==> src/rtl/mem_pkg.sv <==
// mem_pkg: shared RAM address/data widths and read-owner encoding (OWN_CORE/OWN_EX)
package mem_pkg;
  localparam int ADDR_W = 16;
  localparam int DATA_W = 8;
  typedef enum logic {OWN_CORE = 1'b0, OWN_EX = 1'b1} owner_t;
endpackage

==> src/rtl/ram_port_arbiter_if.sv <==
// ram_port_arbiter_if: one requester's RAM port (req/we/addr/wdata in, gnt/rvalid/rdata out); master=requester, slave=arbiter
interface ram_port_arbiter_if import mem_pkg::*; #(
  parameter int AW = ADDR_W,
  parameter int DW = DATA_W
);
  logic          req;
  logic          we;
  logic [AW-1:0] addr;
  logic [DW-1:0] wdata;
  logic          gnt;
  logic          rvalid;
  logic [DW-1:0] rdata;
  modport master (output req, we, addr, wdata, input gnt, rvalid, rdata);
  modport slave  (input req, we, addr, wdata, output gnt, rvalid, rdata);
endinterface

==> src/rtl/ram_port_arbiter_arb_rr2.sv <==
// arb_rr2: 2-way grant (req_c/req_e, rr_mode, starve, last_gnt -> gnt_c/gnt_e), core priority with starvation override or round-robin
module arb_rr2 import mem_pkg::*; (
  input  logic   req_c,
  input  logic   req_e,
  input  logic   rr_mode,
  input  logic   starve,
  input  owner_t last_gnt,
  output logic   gnt_c,
  output logic   gnt_e
);
  logic host_wins;
  always_comb begin
    host_wins = req_c ? (rr_mode ? last_gnt == OWN_CORE : starve) : 1'b1;
    gnt_e = req_e & host_wins;
    gnt_c = req_c & ~gnt_e;
  end
endmodule

==> src/rtl/ram_port_arbiter.sv <==
// ram_port_arbiter: shares one RAM between core and host ports (MAIN_CLOCK, MAIN_RESET_N, PROCESS_DONE, core/ex slave ifs, RAM_EN/WE/ADDR/WDATA out, RAM_RDATA in)
module ram_port_arbiter import mem_pkg::*; #(
  parameter int MAX_WAIT = 15
) (
  input  logic              MAIN_CLOCK,
  input  logic              MAIN_RESET_N,
  input  logic              PROCESS_DONE,
  ram_port_arbiter_if.slave core,
  ram_port_arbiter_if.slave ex,
  output logic              RAM_EN,
  output logic              RAM_WE,
  output logic [ADDR_W-1:0] RAM_ADDR,
  output logic [DATA_W-1:0] RAM_WDATA,
  input  logic [DATA_W-1:0] RAM_RDATA
);
  localparam int WW = $clog2(MAX_WAIT + 1);
  logic [WW-1:0] wait_cnt;
  owner_t        last_gnt;
  owner_t        rd_owner;
  logic          rd_pend;
  logic          gnt_c;
  logic          gnt_e;
  logic          starve;
  assign starve = wait_cnt == WW'(MAX_WAIT);
  arb_rr2 u_arb (
    .req_c    (core.req),
    .req_e    (ex.req),
    .rr_mode  (PROCESS_DONE),
    .starve   (starve),
    .last_gnt (last_gnt),
    .gnt_c    (gnt_c),
    .gnt_e    (gnt_e)
  );
  assign core.gnt  = gnt_c & MAIN_RESET_N;
  assign ex.gnt    = gnt_e & MAIN_RESET_N;
  assign RAM_EN    = core.gnt | ex.gnt;
  assign RAM_WE    = core.gnt ? core.we : ex.gnt & ex.we;
  assign RAM_ADDR  = core.gnt ? core.addr : ex.gnt ? ex.addr : '0;
  assign RAM_WDATA = core.gnt ? core.wdata : ex.gnt ? ex.wdata : '0;
  // gating with reset kills the return of a read issued just before reset
  assign core.rvalid = rd_pend & (rd_owner == OWN_CORE) & MAIN_RESET_N;
  assign ex.rvalid   = rd_pend & (rd_owner == OWN_EX) & MAIN_RESET_N;
  assign core.rdata  = RAM_RDATA;
  assign ex.rdata    = RAM_RDATA;
  always_ff @(posedge MAIN_CLOCK) begin
    if (!MAIN_RESET_N) begin
      rd_pend  <= 1'b0;
      rd_owner <= OWN_CORE;
      wait_cnt <= '0;
      last_gnt <= OWN_CORE;
    end else begin
      rd_pend  <= RAM_EN & ~RAM_WE;
      rd_owner <= ex.gnt ? OWN_EX : OWN_CORE;
      if (RAM_EN) last_gnt <= ex.gnt ? OWN_EX : OWN_CORE;
      wait_cnt <= (ex.gnt | ~ex.req) ? '0 : starve ? wait_cnt : wait_cnt + 1'b1;
    end
  end
endmodule

==> src/flat_wrapper.sv <==
// flat-port wrapper written by rule: the top's interface ports become plain ports
module ram_port_arbiter_flat import mem_pkg::*;
#(
  parameter int MAX_WAIT = 15
)
  (MAIN_CLOCK, MAIN_RESET_N, PROCESS_DONE, RAM_EN, RAM_WE, RAM_ADDR, RAM_WDATA, RAM_RDATA, core_req, core_we, core_addr, core_wdata, core_gnt, core_rvalid, core_rdata, ex_req, ex_we, ex_addr, ex_wdata, ex_gnt, ex_rvalid, ex_rdata);
  ram_port_arbiter_if core_i ();
  ram_port_arbiter_if ex_i ();
  input  logic MAIN_CLOCK;
  input  logic MAIN_RESET_N;
  input  logic PROCESS_DONE;
  output logic RAM_EN;
  output logic RAM_WE;
  output logic [ADDR_W-1:0] RAM_ADDR;
  output logic [DATA_W-1:0] RAM_WDATA;
  input  logic [DATA_W-1:0] RAM_RDATA;
  input wire logic [$bits(core_i.req)-1:0] core_req;
  input wire logic [$bits(core_i.we)-1:0] core_we;
  input wire logic [$bits(core_i.addr)-1:0] core_addr;
  input wire logic [$bits(core_i.wdata)-1:0] core_wdata;
  output wire logic [$bits(core_i.gnt)-1:0] core_gnt;
  output wire logic [$bits(core_i.rvalid)-1:0] core_rvalid;
  output wire logic [$bits(core_i.rdata)-1:0] core_rdata;
  input wire logic [$bits(ex_i.req)-1:0] ex_req;
  input wire logic [$bits(ex_i.we)-1:0] ex_we;
  input wire logic [$bits(ex_i.addr)-1:0] ex_addr;
  input wire logic [$bits(ex_i.wdata)-1:0] ex_wdata;
  output wire logic [$bits(ex_i.gnt)-1:0] ex_gnt;
  output wire logic [$bits(ex_i.rvalid)-1:0] ex_rvalid;
  output wire logic [$bits(ex_i.rdata)-1:0] ex_rdata;
  assign core_i.req = core_req;
  assign core_i.we = core_we;
  assign core_i.addr = core_addr;
  assign core_i.wdata = core_wdata;
  assign core_gnt = core_i.gnt;
  assign core_rvalid = core_i.rvalid;
  assign core_rdata = core_i.rdata;
  assign ex_i.req = ex_req;
  assign ex_i.we = ex_we;
  assign ex_i.addr = ex_addr;
  assign ex_i.wdata = ex_wdata;
  assign ex_gnt = ex_i.gnt;
  assign ex_rvalid = ex_i.rvalid;
  assign ex_rdata = ex_i.rdata;
  ram_port_arbiter #(.MAX_WAIT(MAX_WAIT)) u_core (.MAIN_CLOCK(MAIN_CLOCK), .MAIN_RESET_N(MAIN_RESET_N), .PROCESS_DONE(PROCESS_DONE), .core(core_i), .ex(ex_i), .RAM_EN(RAM_EN), .RAM_WE(RAM_WE), .RAM_ADDR(RAM_ADDR), .RAM_WDATA(RAM_WDATA), .RAM_RDATA(RAM_RDATA));
endmodule
==> config.mk <==
export PLATFORM = sky130hd
export DESIGN_NAME = ram_port_arbiter_flat
export DESIGN_NICKNAME = d
export VERILOG_FILES = /design/src/rtl/mem_pkg.sv /design/src/rtl/ram_port_arbiter_if.sv /design/src/rtl/ram_port_arbiter_arb_rr2.sv /design/src/rtl/ram_port_arbiter.sv /design/src/flat_wrapper.sv
export SDC_FILE = /design/constraint.sdc
export NUM_CORES = 1
export LEC_CHECK = 0
export CELL_PAD_IN_SITES_DETAIL_PLACEMENT = 1
export CELL_PAD_IN_SITES_GLOBAL_PLACEMENT = 2
export CORE_MARGIN = 1
export CORE_UTILIZATION = 10
export CTS_CLUSTER_DIAMETER = 40
export DETAILED_ROUTE_END_ITERATION = 16
export PLACE_DENSITY_LB_ADDON = 0.15
export SYNTH_ARGS = -nofsm -noshare
export SYNTH_HDL_FRONTEND = slang
export SYNTH_SLANG_ARGS = --single-unit
==> constraint.sdc <==
create_clock -name MAIN_CLOCK -period 2.7 [get_ports MAIN_CLOCK]
set_input_delay 0.675 -clock MAIN_CLOCK [delete_from_list [all_inputs] [get_ports MAIN_CLOCK]]
set_output_delay 0.675 -clock MAIN_CLOCK [all_outputs]
set_load 0.05 [all_outputs]
==> flow_summary_export.csv, run 1 <==
group,metric,value,unit
pwr,swShare,0.354,
pwr,total_leakage_power,1.00,nW
yosys,netlist_area,769,µm²
setup_path,r2r_start,"u_core.wait_cnt[0]$_SDFFE_PP0N_",
finish,fillers,771,
pwr,combPwrFrac,0.637,
global_routing,antenna_found_initial,0,
yosys,yosysSeqAreaShare,0.182,
cts,numCtsBuffers,3,
floorplanning,fp.dieH,89.7,µm
global_routing,grt_pass1_vias,1235,
route,via_per_inst,3.84,
finish,nets,241,
yosys,synth_seq_cells,7,
setup_path,worstPathArrival,1.96,ns
floorplanning,coreArea,7330,µm²
pwr,power_density,307,nW/µm²
setup_path,cp-start-kind,"primary input",
cts,cts_buffer_depth,2,
setup_path,critPathCaptureType,"output pin",
timing,finalCritPeriodShare,0.975,
timing,setup_viol,0,
yosys,synth.most_common_cell,"a22o_1",
pwr,p_int,467,µW
min_path,hp-start,"u_core.wait_cnt[3]$_SDFFE_PP0N_",
finish,layoutNonFillerInstCount,275,
min_path,whs_endpoint,"u_core.wait_cnt[3]$_SDFFE_PP0N_",
pwr,seq_power_share,0.152,
route,drt_iter0_drc,7,
finish,syn_to_final_growth,206,%
global_routing,grt_pass1_wl,7.20,mm
yosys,synthTopCellsByArea,"a22o_1 24%, dfxtp_1 18%, buf_4 16%, a22o_2 6.5%, buf_6 4.4%",
timing,rsz0062_at_grt,"false",
cts,clkTransAtPathRegs,0.04,ns
yosys,yosysTopAreaCell,"a22o_1",
global_routing,globalRouteTotalUtil,0.116,
yosys,synth_edf_count,0,
status,status,"finished, final reports clean",
route,routed_wl,4.64,mm
placement,gp_congestion,0.792,
route,ant_nets,0,
yosys,ys_types,26,
placement,placedCellCount,263,
placement,hpwl,3.44,mm
yosys,synth_ff_type,"dfxtp_1",
yosys,syn_inst,90,
timing,hold_viol_final,0,
cts,clk_latency,0.23,ns
pwr,p_switching,256,µW
global_routing,overflow,0,
route,drcViolationCount,0,
setup_path,worstPathRequired,2.03,ns
pwr,p_total,722,µW
finish,multi_input_area,681,µm²
finish,drive_above_1_share,0.494,
floorplanning,die_width,89.7,µm
setup_path,reg2reg_depth,6,
cts,cts.sinks,7,
setup_path,critPathMaxFanout,13,
floorplanning,initial_core_util,0.105,
placement,port_buffers,84,
min_path,holdPathStages,1,
yosys,yosys.area.top_type_share,0.239,
timing,period_needed,2.63,ns
floorplanning,ios,109,
timing,whs,0.548,ns
yosys,synth_nets,154,
pwr,peakVddDrop,0.000133,V
yosys,synth_warnings,0,
timing,slew_headroom,0.824,
setup_path,rr_endpoint,"u_core.rd_pend$_SDFF_PN0_",
floorplanning,placementRows,31,
route,via_count,1057,
global_routing,grt_max_degree,28,
yosys,async_flop_share,0,
timing,clock_skew,0.00503,ns
cts,cts_tree,"yes",
min_path,hp-class,"reg -> reg",
timing,worst_pin_slew,0.264,ns
finish,diodes,0,
cts,cts-htree-levels,1,
cts,cts_root_buf,"clkbuf_8",
yosys,synth_common_cells,"21 x a22o_1, 16 x buf_4, 8 x nor2_1",
timing,slew_viol_final,0,
setup_path,reg2reg_slack,1.07,ns
pwr,power_frac_clock,0.211,
timing,max_freq,380,MHz
setup_path,worstSetupPathType,"in -> out",
finish,fin_util,0.321,
yosys,syn_avg_cell_area,8.55,µm²
route,wl_per_cell,16.9,µm
route,drtPass1Iterations,4,
finish,regArea,141,µm²
floorplanning,die-area,8050,µm²
run,max-cap-violations,0,
-- what timing repair did --
action / CTS / global route
gates resized for setup: 39 / 8
gates cloned: 2 / 1
endpoints found under the hold margin: 0 / 0
pin swaps: 5 / 2
hold buffers: 0 / 0
endpoints found under the setup margin: 27 / 14
setup buffers: 7 / 0
-- worst max-delay path, stage by stage --
cell and delay, ns:
buf_6 0.09, buf_4 0.12, nand4b_1 0.25, a31oi_4 0.28, clkbuf_16 0.24, a22o_4 0.16
buf_12 0.13
-- metrics by stage --
| stage | setup WS [ns] | TNS (ns) | instance area [µm²] |
|---|---|---|---|
| finish | 0.0675 | 0 | 2360 |
| floorplan | 0.00417 | 0 | 790 |
| CTS | -0.00568 | -0.00908 | 2310 |
| global placement | -0.379 | -9.38 | 2000 |
| detailed placement | -0.416 | -9.91 | 2000 |
| global route | 0.00827 | 0 | 2360 |
-- kinds of logic (layout without fill, tap and decap cells) --
kind of cell | after synthesis | count (layout) | synth area share
buffers and inverters | 25 | 111 | 0.233
AOI/OAI and AO/OA | 34 | 34 | 0.405
adders and majority gates | 1 | 1 | 0.0163
and+or+nand+nor | 21 | 21 | 0.140
DFF | 7 | 7 | 0.182
xor gates and xnor gates | 1 | 1 | 0.0114
muxes | 1 | 1 | 0.0130
-- power by group through the flow --
stage                     clock network [mW]  logic [mW]  registers [mW]
final                                  0.152       0.460           0.110
after global routing                   0.163       0.478           0.110
after CTS                              0.156       0.456           0.110
after detailed placement                   0       0.405           0.112
after global placement                     0       0.401           0.111
after floorplan                            0       0.229           0.111
-- how the worst max path moves through the flow --
stage,endpoint,slack (ns),from
final,RAM_WDATA[2],0.07,PROCESS_DONE
after global routing,RAM_ADDR[5],0.008,u_core.wait_cnt[0]$_SDFFE_PP0N_
after CTS,RAM_WDATA[0],-0.006,PROCESS_DONE
after detailed placement,RAM_ADDR[15],-0.42,PROCESS_DONE
after global placement,RAM_WDATA[2],-0.38,PROCESS_DONE
after floorplan,RAM_ADDR[10],0.004,PROCESS_DONE
-- layout make-up --
type	count	share of cell area
Multi-Input combinational cell	58	0.289
Inverter	4	0.00637
Sequential cell	7	0.0600
Clock buffer	4	0.0191
Tap cell	99	0.0526
Timing Repair Buffer	103	0.573
-- sequential cells by signal (all words and copies together), names as in the netlist --
signal and flops:
u_core.rd_pend 1, u_core.rd_owner 1, u_core.wait_cnt 4, u_core.last_gnt 1
-- cell usage in the layout, fill, tap and decap left out, types with 2 or more instances in the layout --
cell type / n
clkdlybuf4s50_1: 50
buf_12: 32
a22o_4: 25
buf_4: 14
nor2_1: 8
dfxtp_1: 6
nand2_1: 3
inv_1: 3
clkbuf_8: 3
buf_6: 3
and3_1: 2
nand3_1: 2
a31oi_1: 2
dlygate4sd2_1: 2
-- layer usage --
layer | vias to the layer above | global-route usage | wire length [µm]
li1 | 501 | - | -
met1 | 504 | 0.119 | 1700
met2 | 44 | 0.227 | 2600
met3 | 8 | 0.0271 | 245
met4 | 0 | 0.0369 | 102
met5 | - | 0 | 0
(Power assumes the default switching activity.)
==> run 2, diff against run 1 <==
--- a/config.mk
+++ b/config.mk
@@ -12,6 +12,7 @@
 export CTS_CLUSTER_DIAMETER = 40
 export DETAILED_ROUTE_END_ITERATION = 16
 export PLACE_DENSITY_LB_ADDON = 0.15
+export SLEW_MARGIN = 0
 export SYNTH_ARGS = -nofsm -noshare
 export SYNTH_HDL_FRONTEND = slang
 export SYNTH_SLANG_ARGS = --single-unit
==> results of run 2 <==
Final layout, timing and power as in run 1 (identical DEF).
==> run 3, diff against run 2 <==
--- a/config.mk
+++ b/config.mk
@@ -11,6 +11,7 @@
 export CORE_UTILIZATION = 10
 export CTS_CLUSTER_DIAMETER = 40
 export DETAILED_ROUTE_END_ITERATION = 16
+export HOLD_SLACK_MARGIN = 0.12
 export PLACE_DENSITY_LB_ADDON = 0.15
 export SLEW_MARGIN = 0
 export SYNTH_ARGS = -nofsm -noshare
==> constraint.sdc (replaced) <==
create_clock -name MAIN_CLOCK -period 3 [get_ports MAIN_CLOCK]
set_input_delay 0.75 -clock MAIN_CLOCK [delete_from_list [all_inputs] [get_ports MAIN_CLOCK]]
set_output_delay 0.75 -clock MAIN_CLOCK [all_outputs]
set_load 0.05 [all_outputs]
==> flow_summary_export.csv, run 3 (synthesis results as in run 1) <==
group,metric,value,unit
status,status,"finished, final reports clean",
timing,slew_viol_final,0,
cts,clkTransAtPathRegs,0.04,ns
route,drt_iter0_drc,20,
min_path,holdPathStages,1,
finish,layout_common_cells,"50 x clkdlybuf4s50_1, 32 x buf_12, 12 x a22o_4, 12 x buf_4, 10 x a22o_1",
finish,layoutNonFillerInstCount,273,
floorplanning,ios,109,
floorplanning,die_width,89.7,µm
timing,fin_ws,0.127,ns
timing,finalCritPeriodShare,0.958,
timing,setup_viol,0,
route,ant_nets,0,
route,drcViolationCount,0,
finish,fillers,809,
run,max-cap-violations,0,
cts,cts-htree-levels,1,
cts,cts_tree,"yes",
route,via_per_inst,3.74,
finish,largest_register_ffs,4,
min_path,whs_endpoint,"u_core.wait_cnt[3]$_SDFFE_PP0N_",
finish,drive_above_1_share,0.431,
cts,numCtsBuffers,3,
timing,period_needed,2.87,ns
floorplanning,placementRows,31,
cts,cts_root_buf,"clkbuf_8",
finish,regArea,140,µm²
cts,cts_buffer_depth,2,
min_path,hp-start,"u_core.wait_cnt[3]$_SDFFE_PP0N_",
route,via_count,1021,
pwr,p_total,623,µW
global_routing,antenna_found_initial,0,
route,drtPass1Iterations,2,
timing,clock_skew,0.00334,ns
pwr,power_density,282,nW/µm²
setup_path,worstSetupPathType,"reg -> out",
timing,max_freq,348,MHz
pwr,peakVddDrop,0.0000820,V
setup_path,worstPathArrival,2.12,ns
cts,cts.sinks,7,
timing,hold_viol_final,0,
finish,mostFrequentLayoutCell,"clkdlybuf4s50_1",
placement,placedCellCount,263,
global_routing,overflow,0,
setup_path,reg2reg_depth,7,
floorplanning,die-area,8050,µm²
placement,place_ws,-0.267,ns
setup_path,worstSetupStartpoint,"u_core.wait_cnt[0]$_SDFFE_PP0N_",
global_routing,grt_pass1_vias,1206,
finish,regMostFlops,"u_core.wait_cnt",
timing,slew_headroom,0.800,
pwr,total_leakage_power,0.922,nW
timing,worst_pin_slew,0.301,ns
timing,finalSetupTns,0,ns
finish,diodes,0,
timing,rsz0062_at_grt,"false",
finish,nets,239,
finish,multi_input_area,559,µm²
setup_path,rr_endpoint,"u_core.rd_pend$_SDFF_PN0_",
route,routed_wl,4.00,mm
floorplanning,coreArea,7330,µm²
setup_path,reg2reg_slack,1.18,ns
global_routing,globalRouteTotalUtil,0.0993,
route,wl_per_cell,14.7,µm
cts,clk_latency,0.22,ns
setup_path,critPathMaxFanout,7,
placement,hpwl,3.16,mm
min_path,hp-class,"reg -> reg",
setup_path,critPathCaptureType,"output pin",
setup_path,worstPathRequired,2.25,ns
floorplanning,fp.dieH,89.7,µm
global_routing,grt_max_degree,28,
setup_path,r2r_start,"u_core.wait_cnt[0]$_SDFFE_PP0N_",
placement,gp_congestion,0.749,
setup_path,cp-start-kind,"register",
floorplanning,initial_core_util,0.105,
global_routing,grt_pass1_wl,6.24,mm
finish,syn_to_final_growth,187,%
placement,port_buffers,84,
## run 3: where the power goes
| group | switching (mW) | internal (mW) |
|---|---|---|
| clock network | 0.0404 | 0.0919 |
| registers | 0.00209 | 0.0968 |
| logic | 0.175 | 0.218 |
## run 3: worst max-delay path by stage
stage               cells after the start  slack (ns)            to
CTS                                     7       0.005   RAM_ADDR[4]
finish                                  7        0.13  RAM_WDATA[2]
global route                            7        0.04   RAM_ADDR[1]
global placement                        6       -0.22  RAM_WDATA[3]
detailed placement                      6       -0.27  RAM_WDATA[3]
floorplan                               4       0.005  RAM_ADDR[11]
## run 3: final cells by class
| type | instances | share of cell area |
|---|---|---|
| repair buffers | 101 | 0.600 |
| multi-input cells | 58 | 0.253 |
| well taps | 99 | 0.0561 |
| clock buffers | 4 | 0.0204 |
| inverters | 4 | 0.00680 |
| flip-flops and latches | 7 | 0.0635 |
## run 3: critical path, cell delays in order (launching register included)
cell and delay [ns]:
dfxtp_1 0.34, ha_2 0.23, and3_2 0.26, a2111oi_4 0.39, buf_4 0.22, buf_12 0.13, a22o_1 0.17, buf_12 0.15
## run 3: layer usage
layer,part of all wire,vias up,track usage
met5,0,-,0
met1,0.35,481,0.0954
met4,0.0048,0,0.0246
met2,0.61,47,0.212
met3,0.039,2,0.0161
li1,-,491,-
## run 3: metrics by stage
| stage | hold slack, ns | util | instance area, µm² |
|---|---|---|---|
| after floorplan | 0.476 | - | 769 |
| after global placement | 0.517 | 0.270 | 1980 |
| after detailed placement | 0.538 | 0.270 | 1980 |
| after CTS | 0.545 | 0.297 | 2180 |
| after global routing | 0.585 | 0.301 | 2210 |
| final | 0.543 | 0.301 | 2210 |
## run 3: repair_timing
action                     in CTS  in global routing
setup endpoints to repair      26                 25
buffers inserted                4                  0
resized for setup              17                  9
hold buffers                    0                  0
pin swaps                       5                  2
gates cloned                    3                  0
